<file path="src/rtl/imem_boot_pkg.sv">
// Shared definitions for the polirv instruction memory boot loader:
// FSM state encoding, the fill value for unloaded words and image framing sizes.
package imem_boot_pkg;

    typedef enum logic [2:0] {
        HDR0,
        HDR1,
        LOAD,
        CHK,
        RUN,
        ERR
    } boot_state_t;

    localparam logic [31:0] NOP_WORD       = 32'h00000013;
    localparam int          HDR_BYTES      = 2;
    localparam int          BYTES_PER_WORD = 4;

endpackage

</file>
<file path="src/rtl/imem_boot_loader_byte_assembler.sv">
// Packs a stream of strobed bytes into little-endian 32-bit words; word_strobe
// marks the fourth byte, when word carries the complete value combinationally.
module byte_assembler
    import imem_boot_pkg::*;
(
    input  logic        clk,
    input  logic        rst,
    input  logic [7:0]  in_byte,
    input  logic        strobe,
    input  logic        clear,
    output logic [31:0] word,
    output logic        word_strobe
);

    localparam logic [1:0] LAST_IDX = 2'(BYTES_PER_WORD - 1);

    logic [1:0] idx;
    logic [7:0] b0;
    logic [7:0] b1;
    logic [7:0] b2;

    always_ff @(posedge clk) begin
        if (rst || clear) begin
            idx <= 2'd0;
        end else if (strobe) begin
            idx <= idx + 2'd1;
        end
    end

    // Byte holding registers carry data only, so they need no reset.
    always_ff @(posedge clk) begin
        if (strobe) begin
            case (idx)
                2'd0:    b0 <= in_byte;
                2'd1:    b1 <= in_byte;
                2'd2:    b2 <= in_byte;
                default: ;
            endcase
        end
    end

    assign word        = {in_byte, b2, b1, b0};
    assign word_strobe = strobe && (idx == LAST_IDX);

endmodule

</file>
<file path="src/rtl/imem_boot_loader.sv">
// Instruction memory with serial byte-stream boot loader for the polirv core.
// Optional trailing XOR checksum byte is enabled by defining IMEM_BOOT_CHECKSUM_EN.
module imem_boot_loader
    import imem_boot_pkg::*;
#(
    parameter int          i_addr_bits = 6,
    parameter logic [31:0] NOP_WORD    = imem_boot_pkg::NOP_WORD
) (
    input  logic                   clk,
    input  logic                   rst,
    input  logic                   ld_valid,
    output logic                   ld_ready,
    input  logic [7:0]             ld_byte,
    input  logic [i_addr_bits-1:0] i_mem_addr,
    output logic [31:0]            i_mem_data,
    output logic                   core_rst_n,
    output logic                   boot_done,
    output logic                   boot_err,
    output logic [i_addr_bits-2:0] words_loaded
);

    localparam int                     DEPTH   = 2 ** (i_addr_bits - 2);
    localparam int                     AW      = i_addr_bits - 2;
    localparam logic [15:0]            DEPTH16 = 16'(DEPTH);
    localparam logic [i_addr_bits-2:0] WL_ONE  = 1;

    boot_state_t state;
    boot_state_t state_next;

    logic        xfer;
    logic [7:0]  n_lo;
    logic [15:0] n_words;
    logic [15:0] n_full;
    logic        last_word;
    logic [31:0] asm_word;
    logic        asm_strobe;
    logic [31:0] mem [DEPTH];
    logic        unused_addr_lsbs;

    assign ld_ready  = (state == HDR0) || (state == HDR1) ||
                       (state == LOAD) || (state == CHK);
    assign xfer      = ld_valid && ld_ready;
    assign n_full    = {ld_byte, n_lo};
    assign last_word = (16'(words_loaded) == (n_words - 16'd1));

    byte_assembler u_asm (
        .clk         (clk),
        .rst         (rst),
        .in_byte     (ld_byte),
        .strobe      (xfer && (state == LOAD)),
        .clear       (state != LOAD),
        .word        (asm_word),
        .word_strobe (asm_strobe)
    );

`ifdef IMEM_BOOT_CHECKSUM_EN
    logic [7:0] csum;

    always_ff @(posedge clk) begin
        if (rst) begin
            csum <= 8'd0;
        end else if (xfer && (state == LOAD)) begin
            csum <= csum ^ ld_byte;
        end
    end
`endif

    always_ff @(posedge clk) begin
        if (rst) begin
            state <= HDR0;
        end else begin
            state <= state_next;
        end
    end

    always_comb begin
        state_next = state;
        case (state)
            HDR0: if (xfer) state_next = HDR1;
            HDR1: begin
                // Validate the full 16-bit count, so N=256 cannot alias to 0.
                if (xfer) begin
                    if ((n_full == 16'd0) || (n_full > DEPTH16)) state_next = ERR;
                    else                                         state_next = LOAD;
                end
            end
            LOAD: begin
                if (asm_strobe && last_word) begin
`ifdef IMEM_BOOT_CHECKSUM_EN
                    state_next = CHK;
`else
                    state_next = RUN;
`endif
                end
            end
            CHK: begin
`ifdef IMEM_BOOT_CHECKSUM_EN
                if (xfer) state_next = (ld_byte == csum) ? RUN : ERR;
`else
                state_next = ERR;
`endif
            end
            default: ;
        endcase
    end

    assign core_rst_n = (state == RUN);
    assign boot_done  = (state == RUN);
    assign boot_err   = (state == ERR);

    always_ff @(posedge clk) begin
        if (xfer && (state == HDR0)) n_lo <= ld_byte;
        if (xfer && (state == HDR1)) n_words <= n_full;
    end

    always_ff @(posedge clk) begin
        if (rst) begin
            words_loaded <= '0;
        end else if ((state == LOAD) && asm_strobe) begin
            words_loaded <= words_loaded + WL_ONE;
        end
    end

    // The array is reset so a re-boot never exposes a stale partial image.
    always_ff @(posedge clk) begin
        if (rst) begin
            for (int i = 0; i < DEPTH; i++) mem[i] <= NOP_WORD;
        end else if ((state == LOAD) && asm_strobe) begin
            mem[words_loaded[AW-1:0]] <= asm_word;
        end
    end

    assign i_mem_data       = mem[i_mem_addr[i_addr_bits-1:2]];
    assign unused_addr_lsbs = ^i_mem_addr[1:0];

endmodule

</file>
<file path="config.mk">
export PLATFORM = sky130hd
export DESIGN_NAME = imem_boot_loader
export DESIGN_NICKNAME = d
export VERILOG_FILES = /design/src/rtl/imem_boot_pkg.sv /design/src/rtl/imem_boot_loader_byte_assembler.sv /design/src/rtl/imem_boot_loader.sv
export SDC_FILE = /design/constraint.sdc
export NUM_CORES = 1
export LEC_CHECK = 0
export ABC_AREA = 1
export CAP_MARGIN = 20
export CORE_ASPECT_RATIO = 2
export CORE_MARGIN = 4
export CORE_UTILIZATION = 35
export DETAILED_ROUTE_END_ITERATION = 7
export DONT_BUFFER_PORTS = 1
export HOLD_SLACK_MARGIN = 0.05
export SLEW_MARGIN = 0
export SYNTH_ARGS = -nofsm -noshare
export SYNTH_HDL_FRONTEND = slang
export SYNTH_SLANG_ARGS = --single-unit
export TNS_END_PERCENT = 30
</file>
<file path="constraint.sdc">
create_clock -name clk -period 4.75 [get_ports clk]
set_clock_uncertainty 0.2 [all_clocks]
set_input_delay 0.2375 -clock clk [delete_from_list [all_inputs] [get_ports clk]]
set_output_delay 0.2375 -clock clk [all_outputs]
set_load 0.1 [all_outputs]
</file>
# Word level (Yosys, flattened, before mapping)
# Memories as Yosys holds them, arrays and structs flattened.
# Cells that the tools add are included.
# W data, S select, Z words.
# op_classes
add_sub_neg,3
n_lt_le_gt_ge,1
n_eq_ne,13
mux,13
n_reduce_logical,21
# op_table
cell,count
$mux W32,1
$reduce_or A32 Y1,1
$eq A5 B16 Y1,1
$gt A16 B5 Y1 const B,1
$logic_not A16 Y1,1
$sub A16 B1 Y16 const B,1
$mux W3,4
$pmux W3 S4,1
$logic_and A1 B1 Y1,7
$eq A3 B2 Y1 const B,2
$eq A3 B3 Y1 const B,2
$mux W1,6
$reduce_and A2 Y1,3
$add A5 B1 Y5 const B,1
$logic_or A1 B1 Y1,5
$eq A2 B2 Y1 const B,2
$mux W4,1
$ne A2 B2 Y1 const B,2
$reduce_and A4 Y1,1
$reduce_bool A4 Y1,1
$eq A3 B1 Y1 const B,1
$logic_not A3 Y1,1
$ne A3 B2 Y1 const B,1
$add A2 B1 Y2 const B,1
3 further kinds,3
# word_totals
ff_bits,58
mem_bits_rw,512
inputBits,17
output_inout_bits,41
mem_count,1
# memory_table
name,depth,width,read_ports,rd_ports_with_merged_regs,write_ports,line,source
mem,16,32,1,0,16,imem_boot_loader.sv:37,logic [31:0] mem [DEPTH];

# Depth between registers and ports, before layout
# Gate-level depths: netlist of the first run.
# depth
depth_word,13
depth_mapped,17
ltp_nobuf,17

# Cells and area by module
# A second synthesis of the first run with hierarchy kept.
# hier_totals
cells_unflattened,2302
hier_area_um2,25851.0
# by_module_without_submodules
module,instances,cells_each,area_each_um2,seq_area_each_um2
imem_boot_loader,1,2241,24883.9,16255.6
byte_assembler,1,61,967.2,760.7

# Least setup slack after synthesis of the first run
# OpenSTA, ideal clock, no wires.
# synth_timing
path_type,flip-flop to flip-flop
startpoint,reg words_loaded[2]
endpoint,"mem mem[15][0], enable pin"
setup_time_ns,0.467
t_arrival_ns,3.968
setup_slack_ns,0.115
path_stages_with_launch,3
synth_period_minus_slack_ns,4.635
cell_sequence,dfxtp_1 > nand2_1 > o21ai_0
# synth_lines
element,line,source
start: declaration,imem_boot_loader.sv:19,output logic [i_addr_bits-2:0] words_loaded
start signal: assignment,imem_boot_loader.sv:120,words_loaded <= words_loaded + WL_ONE;
end: declaration,imem_boot_loader.sv:37,

==> reports/qor.csv, run 1 <==
stage,metric,value,unit
cells_and_area,final_common_cell,edfxtp_1,
synth,synth_xor_xnor_area_share,0.00135,
clock_network,postCtsHoldBufs,11,
cells_and_area,final_cell_mix,"560 x edfxtp_1, 489 x nor2_1, 205 x inv_1, 170 x o21ai_0, 146 x nand2_1",
critical_path,cp-endpoint,mem[6][28]$_SDFFCE_PN0P_,
timing,hold_viol,0,
placement,place_congestion,0.786,
critical_path,r2r_end,mem[6][28]$_SDFFCE_PN0P_,
floorplanning,fp.dieH,393,um
detailed_routing,firstDrtPassIters,7,
synth,synth_compound_area_frac,0.0966,
critical_path,cp-end-kind,flop,
clock_network,path_clk_slew,0.06,ns
placement,port_buffers,0,
timing,worstMarginPinSlew,1.17,ns
clock_network,post_cts_buffers,0,
worst_hold_path,hold_path.class,in -> reg,
timing,whs,0.172,ns
clock_network,clk_latency,0.59,ns
worst_hold_path,hold_path_depth,3,
detailed_routing,ant_nets,0,
synth,synth_seq_cells,570,
detailed_routing,vias,16892,
critical_path,cp-start-kind,flop,
pwr,leakagePower,0.0105,uW
synth,synth_top_family_by_area,simple AND/OR/NAND/NOR gates,
global_route,grtUsageTotal,0.173,
synth,synth_fa_ha_area_frac,0.00433,
critical_path,r2r_slack,1.41,ns
clock_network,cts_tree,built,
worst_hold_path,min_from,rst,
cells_and_area,drive_gt1_frac,0.0813,
detailed_routing,detail_route.wl_per_cell,22.3,um
timing,setup_tns,0,ns
job,maxCapViolCount,0,
critical_path,cp_cell_sequence,"buf_4, inv_1, ha_1, nand2_4, nor2_4, inv_2, buf_4, nand2_2",
critical_path,cp.arrival,3.20,ns
run_status,status,"finished, final reports clean",
floorplanning,start_util,0.352,
pwr,swShare,0.242,
timing,period_needed,3.34,ns
pwr,seqPwrFrac,0.544,
synth,yosys.area.top_type,edfxtp_1,
clock_network,htreeDepth,2,
critical_path,setup.worst_path.start,words_loaded[0]$_SDFFE_PP0N_,
global_route,grt_use_met2,0.332,
pwr,p_switching,2550,uW
pwr,ir_drop,0.293,mV
synth,synthDistinctLibCells,32,
global_route,gr-max-usage-layer,met2,
critical_path,slowest_stage,nand2_2,
floorplanning,rows,141,
cells_and_area,multiInputGateArea,0.00718,mm^2
floorplanning,ios,58,
timing,fmax,299,MHz
pwr,pwr-share-comb,0.080,
clock_network,cts_max_path_buffers,3,
critical_path,crit_path_max_fanout,32,
synth,synthCells,2295,
global_route,grtUsageMet1,0.179,
clock_network,numCtsBuffers,48,
cells_and_area,fin_nets,2241,
cells_and_area,final_cells,3184,
synth,synth_edf_count,560,
timing,relSlewSlack,0.216,
synth,synth_area,0.0260,mm^2
synth,synth_mux_area_frac,0.0493,
detailed_routing,route.detailed.drc,0,
critical_path,rr_startpoint,words_loaded[0]$_SDFFE_PP0N_,
pwr,p_int,7960,uW
critical_path,critical_path_class,reg -> reg,
critical_path,cpPeakStageDelay,0.80,ns
global_route,grt_use_met3,0.0225,
clock_network,cts.sinks,570,
synth,syn_avg_cell_area,11.3,um^2
critical_path,cp.required,4.60,ns
global_route,grt_pass1_vias,16984,
critical_path,crit_top_cell,buf_4,
timing,rsz0062_at_grt,false,
pwr,power_density,373,mW/mm^2
global_route,antenna_found_initial,6,
detailed_routing,routed_wl,70900,um
synth,yosysSeqAreaShare,0.655,
global_route,grt_max_degree,385,
global_route,overflow,0,
pwr,clock_power_share,0.375,
floorplanning,core_area,0.0737,mm^2
global_route,grt_first_pass_wirelength,104000,um
synth,syn_nets,2321,
synth,synth_ff_type,edfxtp_1,
cells_and_area,syn_to_final_growth,8.30,%
critical_path,r2r_cells,8,
floorplanning,die_x,201,um
synth,yosysWarningCount,0,
synth,yosys.area.top_type_share,0.647,
cells_and_area,seq_area,0.0170,mm^2
detailed_routing,via_per_inst,5.31,
clock_network,cts_root_buf,clkbuf_16,
placement,hpwl,41100,um
cells_and_area,nFillCells,7006,
floorplanning,dieArea,0.0790,mm^2
timing,post-route-period-util,0.704,
synth,synth_area_leaders,"edfxtp_1 65%, nor2_1 7.1%, mux2i_1 4.9%",
synth,synth_simple_gate_area_frac,0.123,
placement,dp.cells,3083,
synth,ys_async_sr_fraction,0,
clock_network,ctsResizeCount,0,
timing,slew_violations,0,
detailed_routing,drt_iter0_drc,1669,
timing,setup_viol,0,
[flip-flops by register name, indices dropped and copies added (netlist names)]
register,count
u_asm.b2,8
state,3
words_loaded,5
u_asm.b0,8
n_words,16
n_lo,8
mem,512
u_asm.b1,8
u_asm.idx,2
[through the flow]
step	worst slack [ns]	utilization	area [um^2]	total power (uW)
after floorplan	0.115	-	26000	6520
after global placement	1.38	0.358	26400	6620
after detailed placement	1.43	0.359	26500	6650
after CTS	1.38	0.382	28100	10600
after global routing	1.30	0.382	28100	10800
final	1.41	0.382	28200	10500
[synthesized netlist by cell type, types with 4 or more instances]
cell type / instances
o211ai_1: 128
ha_1: 9
edfxtp_1: 560
a21oi_1: 136
nand2_1: 161
nor2_2: 17
nand3_1: 41
inv_1: 207
dfxtp_1: 10
nand2_4: 4
o21ai_0: 171
inv_2: 16
nor2_1: 491
buf_2: 27
buf_4: 11
buf_6: 37
clkbuf_1: 95
mux2i_1: 128
nand3b_1: 4
nor2_4: 22
[how the worst min path moves through the flow]
stage / slack (ns) / to
after floorplan: 0.11 / state[2]$_SDFFE_PP0P_
after global placement: 0.11 / state[2]$_SDFFE_PP0P_
after detailed placement: 0.11 / state[2]$_SDFFE_PP0P_
after CTS: 0.16 / state[0]$_SDFFE_PP0P_
after global routing: 0.22 / state[0]$_SDFFE_PP0P_
final: 0.17 / state[0]$_SDFFE_PP0P_
[per-layer routing]
| layer | up-vias | share of wire | wire length [um] |
|---|---|---|---|
| met5 | - | 0.00018 | 13 |
| met3 | 195 | 0.058 | 4120 |
| met2 | 622 | 0.54 | 38500 |
| met4 | 2 | 0.060 | 4230 |
| met1 | 8342 | 0.34 | 24000 |
| li1 | 7731 | - | - |
[logic make-up after synthesis]
family                     Yosys count
AOI/OAI and AO/OA                  437
adders and majority gates            9
DFF                                570
buffers and inverters              397
xor gates and xnor gates             4
and+or+nand+nor                    750
muxes                              128
[worst max-delay path: cells and delay by family, from the launching register on]
family | cells | cell delay (ns)
buf+inv | 4 | 0.99
simple gates | 3 | 1.01
fa+ha+maj | 1 | 0.26
flops | 1 | 0.31
[power groups by stage]
| stage | logic (uW) | registers [uW] | clock network, uW |
|---|---|---|---|
| after global placement | 797 | 5820 | 0 |
| after floorplan | 702 | 5820 | 0 |
| after CTS | 852 | 5720 | 4000 |
| after global routing | 897 | 5730 | 4170 |
| after detailed placement | 822 | 5830 | 0 |
| final | 846 | 5720 | 3940 |
[cell type report]
cell class                 count  area share
inverter                     223      0.0298
tap                          929      0.0413
sequential                   570       0.604
timing repair buffer          44      0.0149
clock inverter                28     0.00929
clock buffer                  57      0.0446
multi-input combinational   1328       0.255
antenna                        5    0.000444
Power figures use the tool's default switching activity.
==> run 2: changes to the inputs <==
==> constraint.sdc (replaced) <==
create_clock -name clk -period 3.21 [get_ports clk]
set_clock_uncertainty 0.2 [all_clocks]
set_input_delay 0.1605 -clock clk [delete_from_list [all_inputs] [get_ports clk]]
set_output_delay 0.1605 -clock clk [all_outputs]
set_load 0.1 [all_outputs]
==> run 2 against run 1 <==
Against the previous run: worst setup slack worse by 0.96 ns; critical path depth is 7 higher; routed wire length is 0.25% higher; sequential power is 48% higher; clock power is 49% higher; critical path type unchanged; cell area is 2.1% higher; first-iteration DRC count is 14% lower; combinational power is 60% higher.
==> reports/qor.csv, run 2 (synthesis gave the netlist of run 1 again) <==
stage,metric,value,unit,change
run_status,status,"finished, final reports clean",,
floorplanning,start_util,0.352,,unchanged
placement,place_area,0.0271,mm^2,+2.2%
timing,post-route-period-util,0.862,,+0.158
placement,place_congestion,0.796,,+1.3%
floorplanning,dieArea,0.0790,mm^2,unchanged
global_route,grt_pass1_vias,17342,,+2.1%
placement,place_ws,0.607,ns,-0.818 ns
floorplanning,rows,141,,unchanged
cells_and_area,syn_to_final_growth,10.6,%,
cells_and_area,seq_area,0.0170,mm^2,about the same
timing,period_needed,2.77,ns,-0.577 ns
pwr,leakagePower,0.0109,uW,+3.4%
critical_path,setup.worst_path.start,n_words[0]$_DFFE_PP_,,
clock_network,numCtsBuffers,49,,+2.1%
cells_and_area,final_common_cell,edfxtp_1,,
global_route,antenna_found_initial,6,,unchanged
cells_and_area,final_util,0.390,,+0.00814
placement,port_buffers,0,,unchanged
detailed_routing,drt_iter0_drc,1441,,-14%
clock_network,post_cts_buffers,0,,unchanged
timing,slew_violations,0,,unchanged
timing,setup_viol,0,,unchanged
clock_network,clk_latency,0.60,ns,about the same
cells_and_area,postLayoutCellArea,0.0288,mm^2,+2.1%
critical_path,rr_startpoint,n_words[0]$_DFFE_PP_,,
timing,worstMarginPinSlew,1.01,ns,-0.164 ns
floorplanning,fp.dieH,393,um,unchanged
cells_and_area,nFillCells,6979,,-0.39%
cells_and_area,fin_nets,2303,,+2.8%
clock_network,cts.sinks,570,,unchanged
critical_path,r2r_slack,0.44,ns,-0.96 ns
critical_path,r2r_end,state[2]$_SDFFE_PP0P_,,
detailed_routing,via_per_inst,5.21,,-1.8%
cells_and_area,largest_reg_flops,512,,unchanged
critical_path,cp-endpoint,state[2]$_SDFFE_PP0P_,,
clock_network,cts_tree,built,,
clock_network,path_clk_slew,0.07,ns,about the same
cells_and_area,final_cells,3249,,+2.0%
critical_path,cp-end-kind,flop,,
critical_path,cp-start-kind,flop,,
timing,timing.final.ws_setup,0.443,ns,-0.963 ns
critical_path,cp.required,3.56,ns,-1.04 ns
detailed_routing,route.detailed.drc,0,,unchanged
clock_network,cts_max_path_buffers,3,,unchanged
critical_path,critical_path_class,reg -> reg,,
detailed_routing,firstDrtPassIters,6,,-1
timing,rsz0062_at_grt,false,,
placement,dp.cells,3144,,+2.0%
global_route,grt_first_pass_wirelength,105000,um,+1.3%
critical_path,r2r_cells,15,,+7
timing,hold_viol,0,,unchanged
timing,relSlewSlack,0.327,,+0.112
cells_and_area,drive_gt1_frac,0.108,,+0.0262
global_route,overflow,0,,unchanged
global_route,grt_max_degree,385,,unchanged
floorplanning,die_x,201,um,unchanged
cells_and_area,multiInputGateArea,0.00718,mm^2,unchanged
worst_hold_path,hold_path_depth,3,,unchanged
worst_hold_path,hold_path.class,in -> reg,,
job,maxCapViolCount,0,,unchanged
pwr,power_density,545,mW/mm^2,+46%
detailed_routing,ant_nets,0,,unchanged
pwr,ir_drop,0.332,mV,+13%
critical_path,crit_path_max_fanout,6,,-81%
timing,fmax,361,MHz,+21%
timing,whs,0.192,ns,+0.0193 ns
critical_path,cp.arrival,3.11,ns,-0.09 ns
detailed_routing,routed_wl,71100,um,+0.25%
detailed_routing,detail_route.wl_per_cell,21.9,um,-1.8%
detailed_routing,vias,16919,,+0.16%
clock_network,ctsResizeCount,0,,unchanged
clock_network,htreeDepth,2,,unchanged
cells_and_area,largest_register,mem,,
cells_and_area,reg_top3,"mem: 512 flops, n_words: 16 flops",,
floorplanning,ios,58,,unchanged
global_route,grtUsageTotal,0.175,,+0.00235
clock_network,cts_root_buf,clkbuf_16,,
cells_and_area,final_cell_mix,"560 x edfxtp_1, 489 x nor2_1, 205 x inv_1, 170 x o21ai_0, 146 x nand2_1",,
placement,hpwl,43300,um,+5.3%
floorplanning,core_area,0.0737,mm^2,unchanged
==> run 2: cell count changes in the layout (fill, tap and decap cells not counted), sizes merged <==
cell    previous run  this run
buf               33        94
clkinv            21        29
inv              226       224
clkbuf            57        56
diode              5         4
==> run 2: how the worst min path moves through the flow <==
stage / from / end
after global placement: rst / state[2]$_SDFFE_PP0P_
after global routing: ld_valid / u_asm.idx[0]$_SDFFE_PP0P_
after detailed placement: rst / state[2]$_SDFFE_PP0P_
final: ld_valid / u_asm.idx[0]$_SDFFE_PP0P_
after floorplan: rst / state[2]$_SDFFE_PP0P_
after CTS: ld_valid / u_asm.idx[0]$_SDFFE_PP0P_
==> run 2: final cells by class <==
type / instances / area share
antenna: 4 / 0.000348
clock buffer: 56 / 0.0436
clock inverter: 34 / 0.0103
inverter: 223 / 0.0292
multi-input combinational: 1328 / 0.250
sequential: 570 / 0.592
tap: 929 / 0.0404
timing repair buffer: 105 / 0.0345
==> run 2: power by group <==
group,internal [uW],switching [uW]
clock,3140,2730
sequential,8380,76.2
combinational,349,1000
total,11900,3810
==> run 2: through the flow <==
step	power, uW	TNS [ns]
floorplan	9650	-3.99
global placement	9910	0
detailed placement	9950	0
CTS	15800	0
global route	16200	0
finish	15700	0
==> run 2: critical path, cell delays in order (launching register included) <==
cell and delay [ns]:
edfxtp_1 0.40, inv_1 0.11, ha_1 0.20, nand2_1 0.16, nor2_1 0.21, nand2_1 0.07
nand2_1 0.06, nand2_1 0.04, nor2_1 0.17, nand2_1 0.07, nor2_1 0.09, nand2_1 0.09
nand2_1 0.08, nand3_1 0.07, a21oi_1 0.13, dlygate4sd3_1 0.56
==> run 2: routing by layer <==
layer | track usage | share of wire
met5 | 0 | 0.00018
met4 | 0.0874 | 0.055
met3 | 0.0227 | 0.054
met2 | 0.349 | 0.56
met1 | 0.174 | 0.33
==> run 2: repair_timing <==
action / in CTS / in global routing
endpoints found under the hold margin: 289 / 0
hold buffers: 11 / 0
endpoints found under the setup margin: 0 / 0
==> run 3: changes to the inputs <==
--- a/config.mk
+++ b/config.mk
@@ -6,10 +6,11 @@
 export NUM_CORES = 1
 export LEC_CHECK = 0
 export ABC_AREA = 1
-export CAP_MARGIN = 20
+export CAP_MARGIN = 40
 export CORE_ASPECT_RATIO = 2
 export CORE_MARGIN = 4
 export CORE_UTILIZATION = 35
+export CTS_BUF_LIST = sky130_fd_sc_hd__clkbuf_16
 export DETAILED_ROUTE_END_ITERATION = 7
 export DONT_BUFFER_PORTS = 1
 export HOLD_SLACK_MARGIN = 0.05
==> run 3 against run 2 <==
Against the previous run: sequential power barely moved; global-route usage rose by 0.073 points; sequential share of layout area is 0.095 points lower; maximum frequency up 0.34%; largest cell class unchanged; register-to-register slack about the same; via count up 1.0%; critical path type unchanged; total power grew 0.58%; die area unchanged; highest routed layer unchanged.
==> reports/qor.csv, run 3 (synthesis gave the netlist of run 1 again) <==
stage,metric,value,unit,change
run_status,status,"finished, final reports clean",,
pwr,leakagePower,0.0110,uW,+0.54%
timing,setup_tns,0,ns,unchanged
clock_network,cts_tree,built,,
clock_network,path_clk_slew,0.07,ns,about the same
timing,relSlewSlack,0.478,,+0.151
critical_path,r2r_cells,15,,unchanged
pwr,ir_drop,0.364,mV,+9.7%
job,maxCapViolCount,0,,unchanged
timing,worstMarginPinSlew,0.782,ns,-0.226 ns
critical_path,critical_path_class,reg -> reg,,
worst_hold_path,hold_path_depth,3,,unchanged
cells_and_area,largest_reg_flops,512,,unchanged
critical_path,crit_path_max_fanout,6,,unchanged
clock_network,cts_max_path_buffers,3,,unchanged
detailed_routing,firstDrtPassIters,6,,unchanged
floorplanning,fp.dieH,393,um,unchanged
detailed_routing,vias,17093,,+1.0%
timing,post-route-period-util,0.859,,-0.00288
floorplanning,ios,58,,unchanged
global_route,grtUsageTotal,0.176,,+0.000727
placement,hpwl,43300,um,+0.17%
clock_network,cts_root_buf,clkbuf_16,,
critical_path,cp.arrival,3.10,ns,about the same
detailed_routing,route.detailed.drc,0,,unchanged
clock_network,cts.sinks,570,,unchanged
cells_and_area,drive_gt1_frac,0.106,,-0.00130
critical_path,cp-end-kind,flop,,
floorplanning,die_x,201,um,unchanged
detailed_routing,drt_iter0_drc,1477,,+2.5%
floorplanning,rows,141,,unchanged
clock_network,numCtsBuffers,48,,-2.0%
detailed_routing,via_per_inst,5.26,,+1.0%
timing,slew_violations,0,,unchanged
floorplanning,dieArea,0.0790,mm^2,unchanged
pwr,finalPower,15800,uW,+0.58%
clock_network,htreeDepth,2,,unchanged
timing,hold_viol,0,,unchanged
floorplanning,core_area,0.0737,mm^2,unchanged
cells_and_area,largest_register,mem,,
global_route,grt_first_pass_wirelength,105000,um,about the same
clock_network,post_cts_buffers,0,,unchanged
detailed_routing,routed_wl,71400,um,+0.47%
clock_network,clk_latency,0.59,ns,about the same
detailed_routing,detail_route.wl_per_cell,22.0,um,+0.47%
global_route,overflow,0,,unchanged
critical_path,cp.required,3.55,ns,about the same
timing,rsz0062_at_grt,false,,
timing,setup_viol,0,,unchanged
cells_and_area,fin_nets,2303,,unchanged
cells_and_area,reg_top3,"mem: 512 flops, n_words: 16 flops",,
timing,period_needed,2.76,ns,-0.00924 ns
critical_path,cp-start-kind,flop,,
cells_and_area,syn_to_final_growth,10.8,%,
global_route,grt_max_degree,385,,unchanged
pwr,power_density,548,mW/mm^2,+0.42%
timing,fmax,363,MHz,+0.34%
worst_hold_path,hold_path.class,in -> reg,,
floorplanning,start_util,0.352,,unchanged
cells_and_area,nFillCells,6974,,-0.072%
cells_and_area,final_common_cell,edfxtp_1,,
detailed_routing,ant_nets,0,,unchanged
placement,port_buffers,0,,unchanged
global_route,antenna_found_initial,4,,-2
global_route,grt_pass1_vias,17262,,-0.46%
cells_and_area,final_cell_mix,"560 x edfxtp_1, 489 x nor2_1, 218 x inv_1, 170 x o21ai_0, 146 x nand2_1",,
placement,place_congestion,0.796,,unchanged
[run 3: changes by cell type in the layout (fill, tap and decap cells not counted), moves of 3 or more]
cell | before | now
inv_1 | 205 | 218
clkbuf_1 | 7 | 0
clkinv_2 | 12 | 6
clkinv_1 | 13 | 10
[run 3: per-stage QoR]
stage                     worst slack [ns]  utilization  hold slack (ns)  instance area, um^2  cells
after detailed placement             0.612        0.368           0.0343                27100   3145
after floorplan                    -0.0415            -           0.0296                26000   2295
final                                0.452        0.391            0.195                28800   3249
after global placement               0.688        0.367           0.0325                27100   3144
after CTS                            0.376        0.390            0.171                28800   3245
after global routing                 0.179        0.390            0.213                28800   3245
[run 3: critical path: stages (launching register included)]
cell,delay [ns]
edfxtp_1,0.41
inv_1,0.11
ha_1,0.20
nand2_1,0.16
nor2_1,0.21
nand2_1,0.07
nand2_1,0.05
nand2_1,0.04
nor2_1,0.15
nand2_1,0.07
nor2_1,0.09
nand2_1,0.10
nand2_1,0.09
nand3_1,0.07
a21oi_1,0.12
dlygate4sd3_1,0.56
[run 3: area by class of cell]
type,instances,area [um^2],share of cell area
clock buffers,48,1200,0.0417
flip-flops and latches,570,17000,0.591
diodes,4,10.0,0.000348
well taps,929,1160,0.0404
repair buffers,106,1020,0.0354
clock inverters,41,365,0.0127
multi-input cells,1328,7180,0.249
inverters,223,840,0.0292
[run 3: worst paths after layout]
path	slack, ns	start	to
max	0.45	n_words[0]$_DFFE_PP_	state[2]$_SDFFE_PP0P_
min	0.20	ld_valid	u_asm.idx[0]$_SDFFE_PP0P_
max reg2reg	0.45	n_words[0]$_DFFE_PP_	state[2]$_SDFFE_PP0P_
min reg2reg	0.25	n_lo[3]$_DFFE_PP_	n_words[3]$_DFFE_PP_
[run 3: timing repair]
action,CTS,global route
gates resized for setup,0,0
endpoints found under the hold margin,288,0
hold buffers,11,0
[run 3: routing by layer]
| metal | GRT usage | vias to the layer above | share of wire |
|---|---|---|---|
| met1 | 0.178 | 8512 | 0.34 |
| met5 | 0 | - | 0.00018 |
| li1 | - | 7850 | - |
| met2 | 0.351 | 566 | 0.57 |
| met3 | 0.0230 | 163 | 0.052 |
| met4 | 0.0792 | 2 | 0.044 |
[run 3: report_power, final]
part	switching, uW	internal (uW)	leakage (uW)	total, uW
Sequential	76.6	8380	0.00563	8460
Combinational	1000	360	0.00451	1360
Clock	2730	3230	0.000810	5950
Total	3810	12000	0.0110	15800
